$ cat config.mk
export PLATFORM = sky130hd
export DESIGN_NAME = div_unit_flat
export DESIGN_NICKNAME = d
export VERILOG_FILES = /design/src/rtl/div_if.sv /design/src/rtl/div_unit.sv /design/src/flat_wrapper.sv
export SDC_FILE = /design/constraint.sdc
export NUM_CORES = 1
export LEC_CHECK = 0
export CAP_MARGIN = 20
export CELL_PAD_IN_SITES_DETAIL_PLACEMENT = 1
export CELL_PAD_IN_SITES_GLOBAL_PLACEMENT = 1
export CORE_ASPECT_RATIO = 1.1
export CORE_MARGIN = 4
export CORE_UTILIZATION = 34
export DETAILED_ROUTE_END_ITERATION = 12
export PLACE_DENSITY_LB_ADDON = 0.15
export SLEW_MARGIN = 20
export SYNTH_ARGS = -nofsm -noshare
export SYNTH_HDL_FRONTEND = slang
export SYNTH_SLANG_ARGS = --single-unit
$ cat constraint.sdc
create_clock -name clock -period 7.36 [get_ports clock]
set_input_delay 1.472 -clock clock [delete_from_list [all_inputs] [get_ports clock]]
set_output_delay 1.472 -clock clock [all_outputs]
set_load 0.05 [all_outputs]
$ cat src/rtl/div_if.sv
// Operand/result bundle between the control FSM (master) and the divider (slave).
interface div_if;
  logic        div_ctrl;
  logic [31:0] a;
  logic [31:0] b;
  logic [31:0] hi;
  logic [31:0] lo;
  logic        div_end;
  logic        div_zero;
  logic        div_busy;

  modport master (
    output div_ctrl, a, b,
    input  hi, lo, div_end, div_zero, div_busy
  );

  modport slave (
    input  div_ctrl, a, b,
    output hi, lo, div_end, div_zero, div_busy
  );
endinterface

$ cat src/rtl/div_unit.sv
// Signed 32-bit restoring divider, one quotient bit per cycle.
// lo = quotient (truncated toward zero), hi = remainder (sign of dividend).
module div_unit (
  input  logic clock,
  input  logic reset,
  div_if.slave bus
);
  typedef enum logic [1:0] {IDLE, CALC, FIX, DONE} state_t;

  state_t      state_q, state_d;
  logic        ctrl_prev_q, ctrl_prev_d;
  logic [5:0]  cnt_q, cnt_d;
  logic [32:0] rem_q, rem_d;
  logic [31:0] quo_q, quo_d;
  logic [31:0] dsr_q, dsr_d;
  logic [31:0] hi_q, hi_d;
  logic [31:0] lo_q, lo_d;
  logic        neg_quo_q, neg_quo_d;
  logic        neg_rem_q, neg_rem_d;
  logic        end_q, end_d;
  logic        zero_q, zero_d;
  logic        busy_q, busy_d;

  logic        start;
  logic [33:0] rem_sh;
  logic        rem_ge;

  always_comb begin
    start  = bus.div_ctrl & ~ctrl_prev_q;
    // Dividend bits shift out of quo_q into the partial remainder.
    rem_sh = {rem_q, quo_q[31]};
    rem_ge = rem_sh >= {2'b00, dsr_q};

    state_d     = state_q;
    ctrl_prev_d = bus.div_ctrl;
    cnt_d       = cnt_q;
    rem_d       = rem_q;
    quo_d       = quo_q;
    dsr_d       = dsr_q;
    hi_d        = hi_q;
    lo_d        = lo_q;
    neg_quo_d   = neg_quo_q;
    neg_rem_d   = neg_rem_q;
    end_d       = 1'b0;
    zero_d      = 1'b0;
    busy_d      = busy_q;

    case (state_q)
      IDLE: begin
        if (start) begin
          if (bus.b == '0) begin
            end_d   = 1'b1;
            zero_d  = 1'b1;
            state_d = DONE;
          end else begin
            dsr_d     = bus.b[31] ? -bus.b : bus.b;
            quo_d     = bus.a[31] ? -bus.a : bus.a;
            neg_rem_d = bus.a[31];
            neg_quo_d = bus.a[31] ^ bus.b[31];
            cnt_d     = '0;
            rem_d     = '0;
            busy_d    = 1'b1;
            state_d   = CALC;
          end
        end
      end
      CALC: begin
        if (rem_ge) begin
          rem_d = rem_sh[32:0] - {1'b0, dsr_q};
          quo_d = {quo_q[30:0], 1'b1};
        end else begin
          rem_d = rem_sh[32:0];
          quo_d = {quo_q[30:0], 1'b0};
        end
        cnt_d = cnt_q + 6'd1;
        if (cnt_q == 6'd31) state_d = FIX;
      end
      FIX: begin
        lo_d    = neg_quo_q ? -quo_q : quo_q;
        hi_d    = neg_rem_q ? -rem_q[31:0] : rem_q[31:0];
        end_d   = 1'b1;
        busy_d  = 1'b0;
        state_d = DONE;
      end
      DONE: begin
        busy_d  = 1'b0;
        state_d = IDLE;
      end
      default: state_d = IDLE;
    endcase
  end

  always_ff @(posedge clock or posedge reset) begin
    if (reset) begin
      state_q     <= IDLE;
      ctrl_prev_q <= 1'b0;
      cnt_q       <= '0;
      rem_q       <= '0;
      quo_q       <= '0;
      dsr_q       <= '0;
      hi_q        <= '0;
      lo_q        <= '0;
      neg_quo_q   <= 1'b0;
      neg_rem_q   <= 1'b0;
      end_q       <= 1'b0;
      zero_q      <= 1'b0;
      busy_q      <= 1'b0;
    end else begin
      state_q     <= state_d;
      ctrl_prev_q <= ctrl_prev_d;
      cnt_q       <= cnt_d;
      rem_q       <= rem_d;
      quo_q       <= quo_d;
      dsr_q       <= dsr_d;
      hi_q        <= hi_d;
      lo_q        <= lo_d;
      neg_quo_q   <= neg_quo_d;
      neg_rem_q   <= neg_rem_d;
      end_q       <= end_d;
      zero_q      <= zero_d;
      busy_q      <= busy_d;
    end
  end

  assign bus.hi       = hi_q;
  assign bus.lo       = lo_q;
  assign bus.div_end  = end_q;
  assign bus.div_zero = zero_q;
  assign bus.div_busy = busy_q;
endmodule

$ cat src/flat_wrapper.sv
// flat-port wrapper written by rule: the top's interface ports become plain ports
module div_unit_flat 
  (clock, reset, bus_div_ctrl, bus_a, bus_b, bus_hi, bus_lo, bus_div_end, bus_div_zero, bus_div_busy);
  div_if bus_i ();
  input  logic clock;
  input  logic reset;
  input wire logic [$bits(bus_i.div_ctrl)-1:0] bus_div_ctrl;
  input wire logic [$bits(bus_i.a)-1:0] bus_a;
  input wire logic [$bits(bus_i.b)-1:0] bus_b;
  output wire logic [$bits(bus_i.hi)-1:0] bus_hi;
  output wire logic [$bits(bus_i.lo)-1:0] bus_lo;
  output wire logic [$bits(bus_i.div_end)-1:0] bus_div_end;
  output wire logic [$bits(bus_i.div_zero)-1:0] bus_div_zero;
  output wire logic [$bits(bus_i.div_busy)-1:0] bus_div_busy;
  assign bus_i.div_ctrl = bus_div_ctrl;
  assign bus_i.a = bus_a;
  assign bus_i.b = bus_b;
  assign bus_hi = bus_i.hi;
  assign bus_lo = bus_i.lo;
  assign bus_div_end = bus_i.div_end;
  assign bus_div_zero = bus_i.div_zero;
  assign bus_div_busy = bus_i.div_busy;
  div_unit u_core (.clock(clock), .reset(reset), .bus(bus_i));
endmodule
## Word-level counts from Yosys, hierarchy flattened

Index checks and enable logic that the tools add are counted.
W data, S select, Z words.

- Bitwise operators: 4
- $add $sub $neg: 6
- Reduce and logical (&&, ||, !) cells: 9
- Equality and inequality tests: 7
- Magnitude comparators: 1
- Muxes and demuxes: 26

Operator list:

| cell | number |
|---|---|
| $mux W32 | 6 |
| $neg A32 Y32 | 4 |
| $mux W33 | 3 |
| $pmux W33 S2 | 1 |
| $pmux W32 S2 | 1 |
| $ge A34 B32 Y1 | 1 |
| $sub A33 B32 Y33 | 1 |
| $logic_not A32 Y1 | 1 |
| $mux W6 | 2 |
| $pmux W6 S2 | 1 |
| $reduce_and A3 Y1 | 3 |
| $pmux W2 S4 | 1 |
| $add A6 B1 Y6 const B | 1 |
| $eq A6 B5 Y1 const B | 1 |
| $mux W1 | 6 |
| $mux W2 | 3 |
| $eq A2 B2 Y1 const B | 2 |
| $ne A2 B1 Y1 const B | 2 |
| $pmux W1 S2 | 2 |
| $reduce_bool A2 Y1 | 2 |
| $eq A2 B1 Y1 const B | 1 |
| $logic_not A2 Y1 | 1 |
| $ne A2 B2 Y1 const B | 1 |
| $not A1 Y1 | 2 |
| other kinds (4) | 4 |

- Register bits after elaboration: 175
- Logic and storage cells: 66
- Output and inout port bits: 67
- Input port bits: 67

## Depth between registers and ports, before layout

- Depth after elaboration: 5
- Mapped depth: 14
- Depth with buffers taken out: 12

## Worst setup path after synthesis

Ideal clock, no wire load.

- Path kind: input to register
- Start point: in bus_b[23]
- End point: reg u_core.rem_q[25]
- Data arrival time: 3.656 ns
- Path buffers: 1
- Setup time: 0.122 ns
- Slack: 3.582 ns
- Cell stages on the path: 7
- Required time: 7.238 ns
- Cells stage by stage: or4_1 -> or4_4 -> o41ai_1 -> a21oi_1 -> clkbuf_1 -> a32oi_1 -> nand2_1

- Word-level cells in the longest chain between the ends: 3

Ends and longest elaborated chain:

| item | line | text |
|---|---|---|
| from (decl) | flat_wrapper.sv:9 | `input wire logic [$bits(bus_i.b)-1:0] bus_b;` |
| $logic_not A32 Y1 | div_unit.sv:51 | `if (bus.b == '0) begin` |
| $ne A2 B2 Y1 (no line) | n/a |  |
| $reduce_and A3 Y1 (no line) | n/a |  |
| to (signal assigned) | div_unit.sv:112 | `rem_q <= rem_d;` |
| to (decl) | div_unit.sv:13 | `logic [32:0] rem_q, rem_d;` |

Every way passes these cells.
A chain may end at the register's enable or synchronous reset.

## Worst setup path after layout

- Start point: in bus_b[4]
- End point: reg u_core.quo_q[5]

- Word-level cells in the longest chain between the ends: 3

Ends and longest elaborated chain:

| item | line | text |
|---|---|---|
| $logic_not A32 Y1 | div_unit.sv:51 |  |
| $ne A2 B2 Y1 (no line) | n/a |  |
| $reduce_and A3 Y1 (no line) | n/a |  |
| to (signal assigned) | div_unit.sv:113 | `quo_q <= quo_d;` |
| to (decl) | div_unit.sv:14 | `logic [31:0] quo_q, quo_d;` |

Every way passes these cells.

==> metrics.yaml <==
synthesis:
  syn_area_um2: 11380
  synthMuxAreaShare_pct: 2.078
  synthTopCellsByArea: "dfrtp_1 (38%), xor2_1 (8.5%), o21ai_0 (5.8%), a21oi_1 (5.4%), nand2_1 (5.4%)"
  yosys.cell_types.count: 74
  syn_nets: 1443
  syn_area_per_cell_um2: 8.532
  yosysTopAreaCellShare_pct: 38.47
  async_flop_share_pct: 100.0
  synthAdderAreaFrac_pct: 4.683
  ys_seq_elements: 175
  synth_compound_area_share_pct: 22.50
  ys.flop_type: "dfrtp_1"
  yosys.area_share.simple_pct: 16.62
  synth_edf_count: 0
  synth-xor-area-share_pct: 11.23
  synth_top_family_by_area: "compound AO/OA/AOI/OAI gates"
  yosys_warnings: 0
  ys_seq_area_share_pct: 38.47
  synth_most_common_cell: "dfrtp_1"
  synth_area_leader_cell: "dfrtp_1"
  netlist_instances: 1334
  synthTopCellsByCount: "dfrtp_1 (175), nand2_1 (163), o21ai_0 (133)"
critical_path:
  slowest_delay_ps: 880
  start_kind: "input port"
  crit_arrival_ps: 4970
  crit_type: "in -> reg"
  crit_path_top_delay_cell: "a21boi_4"
  crit_chain: "clkdlybuf4s50_1 > or4_1 > and4bb_2 > nand3_1 > o41ai_4 > a21boi_4 > buf_4 > o21ai_0"
  crit_fanout: 41
  cp_top_family: "compound AO/OA/AOI/OAI gates"
  required_ps: 7660
  crit_buf_inv: 2
  end_kind: "register"
global_route:
  grt_pass1_vias: 10100
  grt_overflow: 0
  grt_antenna_before_repair: 0
  grt_pass1_wl_um: 54770
  grt_max_degree: 99
  grtUsageTotal_pct: 18.42
clock_network:
  tritoncts.num_buffers: 17
  cts_buffer_depth: 2
  cts_resized: 0
  numClockSinks: 175
  hold_buffers: 0
  cts_setup_buffers: 0
  ctsRootBufferMaster: "clkbuf_16"
  clk_latency_ps: 440
  cts_tree: "yes"
  cts-htree-levels: 4
  clk_pin_slew_ps: 70
timing:
  finalSetupViolations: 0
  post-route-min-period_ps: 4663
  setup_tns_ps: 0
  max_slew_margin_pct: 30.44
  fmax_mhz: 214.5
  slew_violations: 0
  hold_violations: 0
  period_share_pct: 63.35
  skew_ps: 9.470
  rsz0062_at_grt: "false"
  worst_slew_pin_slew_ps: 1041
route:
  routed_wl_um: 33270
  via_count: 9895
  vias_per_cell: 5.289
  drt_iter0_markers: 401
  wl_per_cell_um: 17.78
  route.detailed.drc: 0
  drt_pass1_iterations: 5
  drtAntennaViolNets: 0
place:
  gp_congestion: 0.8649
  dp_hpwl_um: 25360
  numPortBuffers: 133
floorplanning:
  fp-row-count: 70
  initial_core_util_pct: 34.38
  die_h_um: 199.9
  core-area_um2: 33110
  die_area_um2: 36470
  ioPinCount: 134
  die_w_um: 182.5
outcome:
  outcome: "completed"
power_and_ir_drop:
  total_power_mw: 7.524
  p_leak_nw: 5.788
  p_per_area_nw_per_um2: 547.9
  ir_drop_uv: 246.3
layout:
  nFillCells: 3890
  multiInputGateArea_um2: 6541
  antennaDiodeCount: 0
  seq_area_um2: 4380
  synthToLayoutAreaGrowth_pct: 20.64
  final_nets: 1536
  drive_gt1_share_pct: 5.629
run:
  max-cap-violations: 0
worst_hold_path:
  hp-class: "reg -> reg"
[final timing paths]
kind / startpoint / endpoint / slack [ps] / depth (start not counted)
hold / removal: u_core.dsr_q[26] / u_core.dsr_q[26] / 480 / 2
hold reg to reg: u_core.dsr_q[26] / u_core.dsr_q[26] / 480 / 2
max in group asynchronous: reset / u_core.bus.hi[30] / 4660 / 3
setup reg to reg: u_core.quo_q[31] / u_core.rem_q[10] / 3020 / 12
setup / recovery: bus_b[4] / u_core.quo_q[5] / 2700 / 8
min in group asynchronous: reset / u_core.bus.lo[3] / 1590 / 2
[state kept, by name, summed over array words and instances (netlist names)]
name                 flops
u_core.bus.hi           32
u_core.bus.div_zero      1
u_core.bus.div_busy      1
u_core.neg_quo_q         1
u_core.ctrl_prev_q       1
u_core.quo_q            32
u_core.bus.div_end       1
u_core.bus.lo           32
u_core.state_q           2
u_core.neg_rem_q         1
u_core.cnt_q             6
u_core.dsr_q            32
u_core.rem_q            33
[layout make-up]
class / count / share of cell area, %
clock buffers: 19 / 3.226
clock inverters: 12 / 1.330
well taps: 432 / 3.936
inverters: 56 / 1.567
multi-input cells: 1031 / 47.64
repair buffers: 146 / 10.41
flip-flops and latches: 175 / 31.90
[cells in the final DEF (no fill, tap or decap), types with 13 or more instances in the layout]
cell,count
or3_1,18
buf_4,13
clkbuf_16,17
nand2_1,163
nor2_1,110
clkdlybuf4s50_1,133
nand3_1,15
a21oi_1,122
xnor2_1,36
nand4_1,16
xor2_1,110
a22o_1,14
o21ai_0,133
o31ai_1,35
or4_1,15
nor3_1,21
o211ai_1,13
dfrtp_1,174
inv_1,55
ha_1,39
[through the flow]
| step | setup WS, ps | utilization (%) | instance area [µm²] | instances | hold WS, ps |
|---|---|---|---|---|---|
| floorplan | 1143 | - | 11380 | 1334 | 443.2 |
| global placement | 2299 | 39.58 | 13110 | 1840 | 461.8 |
| detailed placement | 2223 | 39.58 | 13110 | 1840 | 470.3 |
| CTS | 2697 | 41.47 | 13730 | 1871 | 486.2 |
| global route | 2413 | 41.48 | 13730 | 1871 | 507.5 |
| finish | 2697 | 41.48 | 13730 | 1871 | 476.1 |
[layer usage]
metal | up-vias | part of all wire (%) | track usage (%)
li1 | 4923 | - | -
met1 | 4801 | 49 | 26.08
met2 | 156 | 47 | 30.56
met3 | 15 | 3.7 | 2.592
met4 | 0 | 0.64 | 3.475
met5 | - | 0 | 0
[tightest hold or removal path: stages (launching register included)]
cell     delay, ps
dfrtp_1        340
nand2_1         50
o21ai_0         60
[where the power goes]
part / leakage, nW / switching (mW) / internal [mW]
clock network: 0.307 / 0.417 / 0.581
logic: 3.36 / 2.89 / 1.70
registers: 2.12 / 0.519 / 1.42
total: 5.79 / 3.82 / 3.70
[logic make-up (layout without fill, tap and decap cells)]
| group | after synthesis | after routing |
|---|---|---|
| buf+inv | 128 | 233 |
| flops | 175 | 175 |
| xor+xnor | 146 | 146 |
| compound gates | 413 | 413 |
| simple gates | 408 | 408 |
| mux | 22 | 22 |
| fa+ha+maj | 42 | 42 |
No activity file was read; power rests on OpenSTA's default activity.
